<file path="config.mk">
export PLATFORM = sky130hd
export DESIGN_NAME = mmio_uart_tx_flat
export DESIGN_NICKNAME = d
export VERILOG_FILES = /design/src/rtl/mmio_uart_tx_if.sv /design/src/rtl/mmio_uart_tx.sv /design/src/flat_wrapper.sv
export SDC_FILE = /design/constraint.sdc
export NUM_CORES = 1
export LEC_CHECK = 0
export CAP_MARGIN = 15
export CORE_MARGIN = 10
export CORE_UTILIZATION = 45
export DETAILED_ROUTE_END_ITERATION = 7
export GPL_ROUTABILITY_DRIVEN = 0
export PLACE_DENSITY = 0.72
export SETUP_SLACK_MARGIN = 0.05
export SLEW_MARGIN = 15
export SYNTH_ARGS = -nofsm -noshare
export SYNTH_HDL_FRONTEND = slang
export SYNTH_SLANG_ARGS = --single-unit
</file>
<file path="constraint.sdc">
create_clock -name clk -period 2.6 [get_ports clk]
set_input_delay 0.52 -clock clk [delete_from_list [all_inputs] [get_ports clk]]
set_output_delay 0.52 -clock clk [all_outputs]
set_load 0.01 [all_outputs]
</file>
<file path="src/rtl/mmio_uart_tx_if.sv">
// CPU-side memory-mapped bus for the UART transmitter.
interface mmio_uart_tx_if;
  logic        memwrite;
  logic [15:0] dataadr;
  logic [15:0] writedata;
  logic [15:0] readdata;
  logic        sel;

  modport master (
    output memwrite, dataadr, writedata,
    input  readdata, sel
  );

  modport slave (
    input  memwrite, dataadr, writedata,
    output readdata, sel
  );
endinterface

</file>
<file path="src/rtl/mmio_uart_tx.sv">
// Memory-mapped UART transmitter: 4-entry byte FIFO feeding an 8N1 serializer.
// TXDATA at BASE_ADDR (store pushes, load returns count), STATUS at BASE_ADDR+2.
module mmio_uart_tx #(
  parameter logic [15:0] BASE_ADDR    = 16'hFF00,
  parameter int          CLKS_PER_BIT = 16
) (
  input  logic         clk,
  input  logic         reset,
  mmio_uart_tx_if.slave bus,
  output logic         tx,
  output logic         busy
);

  localparam logic [15:0] STATUS_ADDR = BASE_ADDR + 16'd2;
  localparam logic [7:0]  BAUD_MAX    = 8'(CLKS_PER_BIT - 1);

  typedef enum logic [1:0] {IDLE, START, DATA, STOP} state_t;

  state_t      state_q, state_d;
  logic [7:0]  baud_q, baud_d;
  logic [2:0]  bit_q, bit_d;
  logic [7:0]  shift_q, shift_d;
  logic        tx_q, tx_d;

  logic [7:0]  fifo_mem [4];
  logic [1:0]  wr_ptr_q, wr_ptr_d;
  logic [1:0]  rd_ptr_q, rd_ptr_d;
  logic [2:0]  count_q, count_d;
  logic        ovf_q, ovf_d;

  logic hit_data, hit_stat, push_req, push_ok, pop, full, empty;

  assign hit_data = (bus.dataadr == BASE_ADDR);
  assign hit_stat = (bus.dataadr == STATUS_ADDR);
  assign full     = (count_q == 3'd4);
  assign empty    = (count_q == 3'd0);
  assign push_req = bus.memwrite && hit_data;
  // Fullness is judged on the registered count, so a same-cycle pop never rescues a push.
  assign push_ok  = push_req && !full;
  assign pop      = (state_q == IDLE) && !empty;

  assign busy = (state_q != IDLE) || !empty;
  assign tx   = tx_q;

  // Register read mux and select, purely decoded from the address.
  always_comb begin
    bus.readdata = 16'h0000;
    bus.sel      = hit_data || hit_stat;
    if (hit_data)
      bus.readdata = {13'b0, count_q};
    else if (hit_stat)
      bus.readdata = {12'b0, empty, ovf_q, full, busy};
  end

  // FIFO pointer, count and sticky overflow next-state.
  always_comb begin
    wr_ptr_d = wr_ptr_q;
    rd_ptr_d = rd_ptr_q;
    count_d  = count_q + {2'b0, push_ok} - {2'b0, pop};
    ovf_d    = ovf_q;
    if (push_ok) wr_ptr_d = wr_ptr_q + 2'd1;
    if (pop)     rd_ptr_d = rd_ptr_q + 2'd1;
    // A dropped push in the same cycle as a clear leaves overflow set.
    if (push_req && full)
      ovf_d = 1'b1;
    else if (bus.memwrite && hit_stat && bus.writedata[2])
      ovf_d = 1'b0;
  end

  // FIFO control registers.
  always_ff @(posedge clk) begin
    if (reset) begin
      wr_ptr_q <= 2'd0;
      rd_ptr_q <= 2'd0;
      count_q  <= 3'd0;
      ovf_q    <= 1'b0;
    end else begin
      wr_ptr_q <= wr_ptr_d;
      rd_ptr_q <= rd_ptr_d;
      count_q  <= count_d;
      ovf_q    <= ovf_d;
    end
  end

  // FIFO storage; contents need no reset since count gates validity.
  always_ff @(posedge clk) begin
    if (!reset && push_ok)
      fifo_mem[wr_ptr_q] <= bus.writedata[7:0];
  end

  // Serializer next-state: one baud counter shared by every bit period.
  always_comb begin
    state_d = state_q;
    baud_d  = baud_q;
    bit_d   = bit_q;
    shift_d = shift_q;
    tx_d    = tx_q;
    unique case (state_q)
      IDLE: begin
        tx_d = 1'b1;
        if (!empty) begin
          shift_d = fifo_mem[rd_ptr_q];
          state_d = START;
          tx_d    = 1'b0;
          baud_d  = 8'd0;
          bit_d   = 3'd0;
        end
      end
      START: begin
        if (baud_q == BAUD_MAX) begin
          baud_d  = 8'd0;
          state_d = DATA;
          tx_d    = shift_q[0];
        end else begin
          baud_d = baud_q + 8'd1;
        end
      end
      DATA: begin
        if (baud_q == BAUD_MAX) begin
          baud_d = 8'd0;
          if (bit_q == 3'd7) begin
            state_d = STOP;
            tx_d    = 1'b1;
          end else begin
            bit_d   = bit_q + 3'd1;
            shift_d = {1'b0, shift_q[7:1]};
            tx_d    = shift_q[1];
          end
        end else begin
          baud_d = baud_q + 8'd1;
        end
      end
      STOP: begin
        if (baud_q == BAUD_MAX) begin
          baud_d  = 8'd0;
          state_d = IDLE;
        end else begin
          baud_d = baud_q + 8'd1;
        end
      end
      default: state_d = IDLE;
    endcase
  end

  // Serializer registers; tx is driven only from here.
  always_ff @(posedge clk) begin
    if (reset) begin
      state_q <= IDLE;
      baud_q  <= 8'd0;
      bit_q   <= 3'd0;
      shift_q <= 8'd0;
      tx_q    <= 1'b1;
    end else begin
      state_q <= state_d;
      baud_q  <= baud_d;
      bit_q   <= bit_d;
      shift_q <= shift_d;
      tx_q    <= tx_d;
    end
  end

endmodule

</file>
<file path="src/flat_wrapper.sv">
// flat-port wrapper written by rule: the top's interface ports become plain ports
module mmio_uart_tx_flat 
#(
  parameter logic [15:0] BASE_ADDR    = 16'hFF00,
  parameter int          CLKS_PER_BIT = 16
)
  (clk, reset, tx, busy, bus_memwrite, bus_dataadr, bus_writedata, bus_readdata, bus_sel);
  mmio_uart_tx_if bus_i ();
  input  logic clk;
  input  logic reset;
  output logic tx;
  output logic busy;
  input wire logic [$bits(bus_i.memwrite)-1:0] bus_memwrite;
  input wire logic [$bits(bus_i.dataadr)-1:0] bus_dataadr;
  input wire logic [$bits(bus_i.writedata)-1:0] bus_writedata;
  output wire logic [$bits(bus_i.readdata)-1:0] bus_readdata;
  output wire logic [$bits(bus_i.sel)-1:0] bus_sel;
  assign bus_i.memwrite = bus_memwrite;
  assign bus_i.dataadr = bus_dataadr;
  assign bus_i.writedata = bus_writedata;
  assign bus_readdata = bus_i.readdata;
  assign bus_sel = bus_i.sel;
  mmio_uart_tx #(.BASE_ADDR(BASE_ADDR), .CLKS_PER_BIT(CLKS_PER_BIT)) u_core (.clk(clk), .reset(reset), .bus(bus_i), .tx(tx), .busy(busy));
endmodule
</file>
# [Word-level counts from Yosys, hierarchy flattened]
# Memory sizes are Yosys's and may differ from the RTL's. A register that Yosys moved wholly into a read port is not among the register bits.
# Index checks and enable logic that the tools add are counted.
[classes] n_addsub=6 eq_ne=14 n_mux=30 n_reduce_logical=22
[ops] op="$mux W8" count=5
[ops] op="$eq A16 B16 Y1 const B" count=2
[ops] op="$pmux W8 S2" count=2
[ops] op="$mux W16" count=1
[ops] op="$mux W2" count=7
[ops] op="$mux W3" count=3
[ops] op="$add A8 B1 Y8 const B" count=1
[ops] op="$eq A8 B4 Y1 const B" count=1
[ops] op="$mux W1" count=8
[ops] op="$ne A2 B1 Y1 const B" count=4
[ops] op="$pmux W2 S4" count=1
[ops] op="$logic_and A1 B1 Y1" count=7
[ops] op="$eq A3 B3 Y1 const B" count=2
[ops] op="$pmux W3 S2" count=1
[ops] op="$reduce_bool A2 Y1" count=3
[ops] op="$reduce_and A5 Y1" count=1
[ops] op="$add A2 B1 Y2 const B" count=2
[ops] op="$eq A2 B2 Y1 const B" count=2
[ops] op="$mux W4" count=1
[ops] op="$ne A2 B2 Y1 const B" count=2
[ops] op="$reduce_and A4 Y1" count=1
[ops] op="$add A3 B1 Y3" count=1
[ops] op="$add A3 B1 Y3 const B" count=1
[ops] op="$logic_not A1 Y1" count=3
[ops] op="other kinds (9)" count=10
[totals] reg_bits=30 ramBits=32 in_bits=35 output_inout_bits=19 word_cells=82 n_memories=1
[mem_list] memory="u_core.fifo_mem" depth=4 width=8 read_ports=1 rd_ports_with_merged_regs=1 write_ports=1 line_no="mmio_uart_tx.sv:25" text="logic [7:0] fifo_mem [4];"

# [Longest topological paths before layout]
[logic_depth] depth_word=6 mapped_depth=13 ltp_nobuf=12

# [Worst setup path after synthesis]
# Ideal clock, no wire load.
[synth_path] kind="input to register" start="in bus_dataadr[6]" end="reg u_core.count_q[2]" setup_ns=0.128 arrival_time_ns=2.534 t_required_ns=2.472 setup_slack_ns=-0.061 cell_stages=9 n_path_buf=0 cell_sequence="or4b_1 > or3_1 > nor3_1 > ha_1 > inv_1 > fa_1 > xor2_1 > xnor2_1 > nor2_1"
[synth_via] elab_chain_len=5
[synth_rtl] item="from (decl)" line_no="flat_wrapper.sv:14" text="input wire logic [$bits(bus_i.dataadr)-1:0] bus_dataadr;"
[synth_rtl] item="$eq A16 B16 Y1" line_no="mmio_uart_tx.sv:33" text="assign hit_data = (bus.dataadr == BASE_ADDR);"
[synth_rtl] item="$logic_and A1 B1 Y1" line_no="mmio_uart_tx.sv:37" text="assign push_req = bus.memwrite && hit_data;"
[synth_rtl] item="$logic_and A1 B1 Y1" line_no="mmio_uart_tx.sv:39" text="assign push_ok = push_req && !full;"
[synth_rtl] item="$add A3 B1 Y3" line_no="mmio_uart_tx.sv:59" text="count_d = count_q + {2'b0, push_ok} - {2'b0, pop};"
[synth_rtl] item="$sub A3 B1 Y3" line_no="mmio_uart_tx.sv:59"
[synth_rtl] item="to (signal assigned)" line_no="mmio_uart_tx.sv:80" text="count_q <= count_d;"
[synth_rtl] item="to (decl)" line_no="mmio_uart_tx.sv:28" text="logic [2:0] count_q, count_d;"
# Every way passes these cells.
# A chain may end at the register's enable or synchronous reset.

# [Final worst setup path]
[layout_path] start="in bus_dataadr[2]" end="out bus_readdata[0]"
[layout_via] elab_chain_len=3 word_cells_on_any_way=4 cone_classes="eq/ne: 2; mux: 2"
[layout_rtl] item="$eq A16 B16 Y1" line_no="mmio_uart_tx.sv:34" text="assign hit_stat = (bus.dataadr == STATUS_ADDR);"
[layout_rtl] item="$mux W4" line_no="mmio_uart_tx.sv:51" text="else if (hit_stat)"
[layout_rtl] item="$mux W16 (*)" line_no="mmio_uart_tx.sv:49" text="if (hit_data)"
[layout_rtl] item="to (decl)" line_no="flat_wrapper.sv:16" text="output wire logic [$bits(bus_i.readdata)-1:0] bus_readdata;"
# Every way passes the cells marked *; elsewhere a longest branch is shown, timed or not.

==> results.toml <==
[synth]
synth_largest_area_cell = "edfxtp_1"
synth.distinct_cells = 52
netlist_instances = 284
synth.yosys.seq_area_share = 0.500
async_flop_share = 0
synth.area.top_cells = "edfxtp_1 (30%), dfxtp_1 (20%), mux4_2 (5.6%)"
synthFlopType = "edfxtp_1"
synth_area_um2 = 3200
synth_top_area_share = 0.300
syn_area_per_cell_um2 = 11.3
yosysWarnings = 0
synth_seq_cells = 64
synth_edf_count = 32

[floorplan]
io_pins = 54
die_w_um = 104
core_area_um2 = 6870
initial_core_util = 0.466
core.rowCount = 30
dieArea_um2 = 10900
die_h_um = 104

[clocking]
cts_tree = "yes"
h-tree-depth = 3
numClockSinks = 64
root_buffer = "clkbuf_8"
cts.hold.buffers_added = 0
clock_latency_ns = 0.34
cts_buffers = 9
cts_buffer_depth = 2
clk_pin_slew_ns = 0.07

[hold_path]
hp-class = "reg -> reg"
hold_start = "u_core.shift_q[7]"

[finish]
n_fill_cell = 560
diodes = 0
drive_above_1_share = 0.254
area_delta_synth_final_pct = 23.4
finish.net_count = 386
postLayoutCellArea_um2 = 3950

[detailed_routing]
vias_per_cell = 5.21
drt_drc_violations_left = 0
drt_pre_antenna_iters = 4
dr.first_iter.drc_count = 76
via_count = 2280
antenna_left = 0
routedWlPerCell_um = 14.9
wl_um = 6510

[global_routing]
use_met1 = 0.137
grt_first_pass_wirelength_um = 11300
grtUsageMet2 = 0.211
grt_max_degree = 19
grt_pass1_vias = 2376
antenna_found_initial = 0
top_usage_layer = "met2"
grt-ovfl-total = 0
track_usage = 0.125
grt_util_met3 = 0.0477

[worst_setup_path]
r2r-start = "u_core.state_q[1]"
worstPathMaxFanout = 3
reg2reg_setup_slack_ns = 0.22
path_class = "in -> out"
worstSetupEndpointType = "output port"
critPathRequiredTime_ns = 2.08
crit_start = "bus_dataadr[2]"
arrival_ns = 2.05
critical_path.startpoint_type = "primary input"

[timing]
worstMarginPinSlew_ns = 0.841
slew_viol_final = 0
finalHoldViolations = 0
period_needed_ns = 2.57
skew_ns = 0.00653
rsz0062_at_grt = "true"
setup_viol = 0
fin_crit_sh = 0.990
slew_headroom = 0.435
tns_ns = 0
clock.fmax_mhz = 388

[placed_design]
port_buffers = 33
placed_area_um2 = 3710
hpwl_um = 4770

[power_and_ir_drop]
powerDensity_nw_per_um2 = 898
ir_drop_mv = 0.478
power_leakage_nw = 1.48

[run_status]
status = "finished, final reports clean"

[flow_run]
max_cap_viol_count = 0
metal layers:
metal	share of wire	vias to the layer above
met5	0	-
met4	0.017	0
met3	0.054	10
met2	0.50	52
met1	0.42	1085
li1	-	1133
metrics by stage:
stage / worst slack [ns] / util / std cells / power, mW / hold slack [ns]
floorplan: 0.0877 / - / 295 / 2.25 / 0.436
global placement: -0.647 / 0.540 / 419 / 2.52 / 0.446
detailed placement: -0.698 / 0.540 / 419 / 2.57 / 0.457
CTS: 0.0506 / 0.576 / 438 / 3.56 / 0.466
global route: -0.0662 / 0.575 / 438 / 3.80 / 0.482
finish: 0.0251 / 0.575 / 438 / 3.55 / 0.463
state kept, by name (all words and copies together), names as in the netlist, named ones only:
register / flops
u_core.baud_q: 8
u_core.bit_q: 3
u_core.count_q: 3
u_core.fifo_mem: 32
u_core.ovf_q: 1
u_core.rd_ptr_q: 2
u_core.shift_q: 8
u_core.state_q: 2
u_core.tx: 1
u_core.wr_ptr_q: 2
synth_stat cells, drive strengths merged (2+ instances only):
cell type	n
edfxtp	32
and3	3
nand2	9
mux2	8
a22oi	2
or3	3
nand4	10
dfxtp	32
o21ai	16
nand3	14
o31ai	2
or4b	2
xnor2	3
buf	18
o311ai	2
a22o	4
nor4	5
nor2	27
xor2	2
clkbuf	6
a211oi	2
a21oi	16
mux2i	2
or4	3
ha	13
inv	17
nand2b	2
nor3	7
mux4	8
worst paths after layout:
| check | to | cells past startpoint |
|---|---|---|
| setup reg to reg | u_core.count_q[2] | 12 |
| hold reg to reg | u_core.shift_q[7] | 2 |
| setup / recovery | bus_readdata[0] | 7 |
| hold / removal | u_core.shift_q[7] | 2 |
cell families after synthesis:
group                      synth area share
muxes                                0.0907
other                               0.00117
buffers and inverters                0.0664
and+or+nand+nor                       0.175
AOI/OAI and AO/OA                    0.0954
adders and majority gates            0.0571
DFF                                   0.500
xor gates and xnor gates             0.0137
power breakdown:
part	switching, mW	leakage, nW	total (mW)	internal, mW
clock network	0.403	0.110	0.952	0.549
registers	0.150	0.549	1.34	1.19
logic	0.673	0.819	1.26	0.588
area by class of cell:
class                   instances  area, µm²  share of cell area
clock buffers                   9        124              0.0313
clock inverters                 7        103              0.0260
inverters                      17       63.8              0.0161
multi-input cells             190       1480               0.374
flip-flops and latches         64       1600               0.405
well taps                      96        120              0.0304
repair buffers                 55        460               0.116
cell usage in the layout (no fill, tap or decap), types with 10 or more instances in the layout:
cell / Yosys / routed
buf_4: 13 / 22
nor2_1: 27 / 27
dfxtp_1: 32 / 32
ha_1: 13 / 12
clkdlybuf4s50_1: 0 / 20
inv_1: 17 / 16
nand4_1: 10 / 10
a21oi_1: 16 / 16
conb_1: 1 / 12
o21ai_0: 16 / 16
edfxtp_1: 32 / 32
critical path, cell delays in order:
cell      delay (ns)
buf_6           0.09
or4b_4          0.55
nor3_4          0.18
nand4_1         0.16
buf_4           0.19
a211oi_2        0.20
buf_2           0.17
repair_timing:
| item | in CTS | in global routing |
|---|---|---|
| setup buffers | 3 | 0 |
| gates resized for setup | 32 | 7 |
| setup endpoints to repair | 8 | 6 |
| pin swaps | 11 | 3 |
(Power assumes the default switching activity.)
